**src/rtl/y86_pkg.sv**
```systemverilog
// Y86-64 shared definitions: instruction codes and default datapath width.
package y86_pkg;

    localparam int ADDR_W_DEFAULT = 64;
    localparam int ICODE_W        = 4;

    localparam logic [ICODE_W-1:0] IHALT   = 4'h0;
    localparam logic [ICODE_W-1:0] INOP    = 4'h1;
    localparam logic [ICODE_W-1:0] IRRMOVQ = 4'h2;
    localparam logic [ICODE_W-1:0] IIRMOVQ = 4'h3;
    localparam logic [ICODE_W-1:0] IRMMOVQ = 4'h4;
    localparam logic [ICODE_W-1:0] IMRMOVQ = 4'h5;
    localparam logic [ICODE_W-1:0] IOPQ    = 4'h6;
    localparam logic [ICODE_W-1:0] IJXX    = 4'h7;
    localparam logic [ICODE_W-1:0] ICALL   = 4'h8;
    localparam logic [ICODE_W-1:0] IRET    = 4'h9;
    localparam logic [ICODE_W-1:0] IPUSHQ  = 4'hA;
    localparam logic [ICODE_W-1:0] IPOPQ   = 4'hB;

endpackage

```
**src/rtl/pc_update_if.sv**
```systemverilog
// Bundle of the PC-update stage operands and its registered result.
// master = upstream datapath driving operands, slave = the PC-update stage.
interface pc_update_if #(
    parameter int ADDR_W = y86_pkg::ADDR_W_DEFAULT
);
    logic [y86_pkg::ICODE_W-1:0] icode;
    logic                        cnd;
    logic [ADDR_W-1:0]           valC;
    logic [ADDR_W-1:0]           valP;
    logic [ADDR_W-1:0]           valM;
    logic [ADDR_W-1:0]           updated_pc;

    modport master (
        output icode, cnd, valC, valP, valM,
        input  updated_pc
    );

    modport slave (
        input  icode, cnd, valC, valP, valM,
        output updated_pc
    );
endinterface

```
**src/rtl/pc_next_sel.sv**
```systemverilog
// Combinational next-PC selector for the Y86-64 SEQ PC-update stage.
// Optional feature macro: PC_UPDATE_HALT_HOLD_EN (halt freezes the PC).
module pc_next_sel
    import y86_pkg::*;
#(
    parameter int ADDR_W = ADDR_W_DEFAULT
) (
    input  logic [ICODE_W-1:0] icode,
    input  logic               cnd,
    input  logic [ADDR_W-1:0]  valC,
    input  logic [ADDR_W-1:0]  valP,
    input  logic [ADDR_W-1:0]  valM,
`ifdef PC_UPDATE_HALT_HOLD_EN
    input  logic [ADDR_W-1:0]  cur_pc,
`endif
    output logic [ADDR_W-1:0]  next_pc
);

    // Pick the next PC source from the instruction class; cnd matters only for jXX.
    always_comb begin
        // NOTE: default assignment first so every path drives next_pc and no latch is inferred.
        next_pc = valP;
        case (icode)
            ICALL:   next_pc = valC;
            IJXX:    next_pc = cnd ? valC : valP;
            IRET:    next_pc = valM;
`ifdef PC_UPDATE_HALT_HOLD_EN
            IHALT:   next_pc = cur_pc;
`endif
            default: next_pc = valP;
        endcase
    end

endmodule

```
**src/rtl/pc_update.sv**
```systemverilog
// Y86-64 SEQ PC-update stage: registers the selected next PC and feeds it back to fetch.
// Optional feature macro: PC_UPDATE_HALT_HOLD_EN (halt freezes the PC instead of taking valP).
module pc_update
    import y86_pkg::*;
#(
    parameter int ADDR_W = ADDR_W_DEFAULT
) (
    input  logic          clk,
    input  logic          reset,
    pc_update_if.slave    bus
);

    logic [ADDR_W-1:0] next_pc_d;
    logic [ADDR_W-1:0] updated_pc_q;

    pc_next_sel #(
        .ADDR_W (ADDR_W)
    ) u_next_sel (
        .icode   (bus.icode),
        .cnd     (bus.cnd),
        .valC    (bus.valC),
        .valP    (bus.valP),
        .valM    (bus.valM),
`ifdef PC_UPDATE_HALT_HOLD_EN
        .cur_pc  (updated_pc_q),
`endif
        .next_pc (next_pc_d)
    );

    // Capture the selected PC on each rising edge; reset clears it immediately.
    always_ff @(posedge clk or posedge reset) begin
        // NOTE: non-blocking assignment so every register samples pre-edge values.
        if (reset) begin
            updated_pc_q <= '0;
        end else begin
            updated_pc_q <= next_pc_d;
        end
    end

    assign bus.updated_pc = updated_pc_q;

endmodule

```
**src/flat_wrapper.sv**
```systemverilog
// flat-port wrapper written by rule: the top's interface ports become plain ports
module pc_update_flat import y86_pkg::*;
#(
    parameter int ADDR_W = ADDR_W_DEFAULT
)
  (clk, reset, bus_icode, bus_cnd, bus_valC, bus_valP, bus_valM, bus_updated_pc);
  pc_update_if #(.ADDR_W(ADDR_W)) bus_i ();
  input  logic clk;
  input  logic reset;
  input wire logic [$bits(bus_i.icode)-1:0] bus_icode;
  input wire logic [$bits(bus_i.cnd)-1:0] bus_cnd;
  input wire logic [$bits(bus_i.valC)-1:0] bus_valC;
  input wire logic [$bits(bus_i.valP)-1:0] bus_valP;
  input wire logic [$bits(bus_i.valM)-1:0] bus_valM;
  output wire logic [$bits(bus_i.updated_pc)-1:0] bus_updated_pc;
  assign bus_i.icode = bus_icode;
  assign bus_i.cnd = bus_cnd;
  assign bus_i.valC = bus_valC;
  assign bus_i.valP = bus_valP;
  assign bus_i.valM = bus_valM;
  assign bus_updated_pc = bus_i.updated_pc;
  pc_update #(.ADDR_W(ADDR_W)) u_core (.clk(clk), .reset(reset), .bus(bus_i));
endmodule
```
**config.mk**
```make
export PLATFORM = sky130hd
export DESIGN_NAME = pc_update_flat
export DESIGN_NICKNAME = d
export VERILOG_FILES = /design/src/rtl/y86_pkg.sv /design/src/rtl/pc_update_if.sv /design/src/rtl/pc_next_sel.sv /design/src/rtl/pc_update.sv /design/src/flat_wrapper.sv
export SDC_FILE = /design/constraint.sdc
export NUM_CORES = 1
export LEC_CHECK = 0
export BUFFER_PORTS_ARGS = -buffer_cell sky130_fd_sc_hd__buf_2
export CAP_MARGIN = 20
export CORE_AREA = 2 2 102 104
export CTS_CLUSTER_DIAMETER = 50
export DETAILED_ROUTE_END_ITERATION = 12
export DIE_AREA = 0 0 104 106
export PLACE_DENSITY = 0.84
export SLEW_MARGIN = 20
export SYNTH_ARGS = -nofsm -noshare
export SYNTH_HDL_FRONTEND = slang
export SYNTH_SLANG_ARGS = --single-unit
```
**constraint.sdc**
```tcl
create_clock -name clk -period 4.7 [get_ports clk]
set_clock_uncertainty 0.2 [all_clocks]
set_input_delay 0.47 -clock clk [delete_from_list [all_inputs] [get_ports clk]]
set_output_delay 0.47 -clock clk [all_outputs]
set_load 0.01 [all_outputs]
```
==> results.cfg <==
[status]
status = complete, no violations

[logic_synthesis]
avgSynthCellArea_um2 = 10.6
synth-edff-count = 0
yosys_register_bits = 64
ys_warn_count = 0
synthCells = 374
syn_area_um2 = 3950
ys_top_cells_by_area = dfrtp_1 (41%), mux2_2 (18%), a222oi_1 (16%)
yosysSeqAreaShare_pct = 40.6
synth_common_cells = dfrtp_1 (64), mux2_2 (64), a21oi_1 (63), a222oi_1 (63), nor3_1 (63)
yosysTopAreaCell = dfrtp_1
syn-num-nets = 573
ys_async_sr_fraction_pct = 100
synth_top_area_share_pct = 40.6
synth_ff_type = dfrtp_1
yosysUniqueCellTypes = 19

[route]
route.detailed.drc = 0
post_drt_wl_per_cell_um = 18.4
dr.pass1.iters = 8
wirelength_mm = 13.7
drt_iter0_drc = 568
ant_nets = 0
via_per_inst = 5.96
vias = 4432

[cts]
cts_root_buf = clkbuf_8
htreeDepth = 3
clock_path_buffers = 2
postCtsSetupBuffers = 0
cts_tree = yes
cts_hold_buf = 0
clock-sinks = 64
ctsResizeCount = 0
cts_buffers = 9
cts.clk_slew.worst_paths_ns = 0.07

[setup_path]
cp_top_family = buffers and inverters
cp_data_required_time_ns = 4.74
path_buf_inv = 3
worstPathMaxFanout = 65
crit_type = in2reg
crit_cells = 6
max_stage_delay_ns = 0.63
worstSetupStartpointType = primary input
path_cells = buf_2 > and4b_4 > buf_4 > buf_4 > a222oi_1 > a21oi_1
critPathSlowestCell = buf_4
cp_common_cell = buf_4
worstSetupEndpointType = flop
critical_path_arrival_ns = 2.60

[sta]
fmax_ghz = 0.391
finalMaxSlewViolations = 0
fin_hold_ws_ns = 0.172
finalSetupTns_ns = 0
finalCritPeriodShare_pct = 54.4
setup_viol = 0
max-slew-margin-rel_pct = 43.6
hold_viol_final = 0
worstMarginPinSlew_ns = 0.846
fin_crit_ns = 2.56
rsz0062_at_grt = false

[floorplanning]
pin_count = 263
fp.dieH_um = 106
die_w_um = 104
core_area_um2 = 10000
design.die.area_um2 = 11000
initial_core_util_pct = 39.5
fp-row-count = 37

[job]
drv_cap = 0

[finish]
antenna_cells = 0
largest_register_ffs = 64
drive_gt1_share_pct = 57.7
syn2layout_area_growth_pct = 36.3
final_cell_area_um2 = 5380
fin_nets = 805
nFillCells = 925

[global_route]
antenna_found_initial = 0
overflow = 0
grt_max_degree = 66
grt_pass1_vias = 4579
grt_pass1_wl_mm = 21.9
grt_use_total_pct = 24.2

[placement]
dp_hpwl_mm = 9.29
place_area_um2 = 5220
gp_congestion = 0.777
portBuffers = 262

[pwr]
power_density_nw_per_um2 = 260
peakVddDrop_uv = 131
p_leak_nw = 2.46

[hold_path]
hp-class = in2async
[final timing paths]
path                              start                   endpoint  slack, ns
max in group asynchronous         reset  u_core.bus.updated_pc[14]       3.55
min                               reset   u_core.bus.updated_pc[3]       0.17
min in group clk           bus_valP[57]  u_core.bus.updated_pc[57]       0.22
max                        bus_icode[3]  u_core.bus.updated_pc[40]       2.14
[placed cells by master (no fill, tap or decap), types with 8 or more instances in the layout]
master / instances
nor3_1: 63
a21oi_1: 63
a222oi_1: 63
clkbuf_8: 11
buf_2: 261
mux2_2: 64
dfrtp_1: 64
buf_4: 8
[where the power goes]
part           leakage [nW]  internal [W]  switching [W]
combinational          1.63      0.000182       0.000194
sequential            0.748      0.000603      0.0000146
clock                0.0842      0.000211       0.000197
total                  2.46      0.000995       0.000405
[layer usage]
layer | track usage, % | part of all wire [%] | vias to the layer above | wire [um]
met4 | 9.75 | 2.3 | 0 | 319
met5 | 0 | 0 | - | 0
li1 | - | - | 2011 | -
met3 | 5.21 | 8.7 | 32 | 1190
met2 | 43.5 | 52 | 276 | 7150
met1 | 28.1 | 37 | 2113 | 5040
[logic make-up (layout without fill, tap and decap cells)]
group | after synthesis | count (layout) | share of synthesized area, %
AO/OA/AOI/OAI | 127 | 127 | 24.2
buffers and inverters | 49 | 283 | 7.04
flip-flops | 64 | 64 | 40.6
multiplexers | 65 | 65 | 18.5
AND/OR/NAND/NOR | 69 | 69 | 9.67
[area by class of cell]
type                            count  area, um2  area share, %
Inverter                            1       3.75         0.0698
Timing Repair Buffer              269       1370           25.4
Clock inverter                      1       5.00         0.0930
Multi-Input combinational cell    261       2080           38.6
Sequential cell                    64       1600           29.8
Tap cell                          136        170           3.16
Clock buffer                       12        155           2.88
[stage by stage]
step           util [%]  setup slack, ns  instances  total power [W]
6_report           53.8             2.14        744          0.00140
5_1_grt            53.8             2.03        744          0.00148
4_1_cts            53.8             2.11        744          0.00142
3_5_place_dp       52.2             1.75        731          0.00100
3_3_place_gp       52.2             1.83        731         0.000984
2_1_floorplan         -             2.43        374         0.000819
No activity file was read; power rests on OpenSTA's default activity.
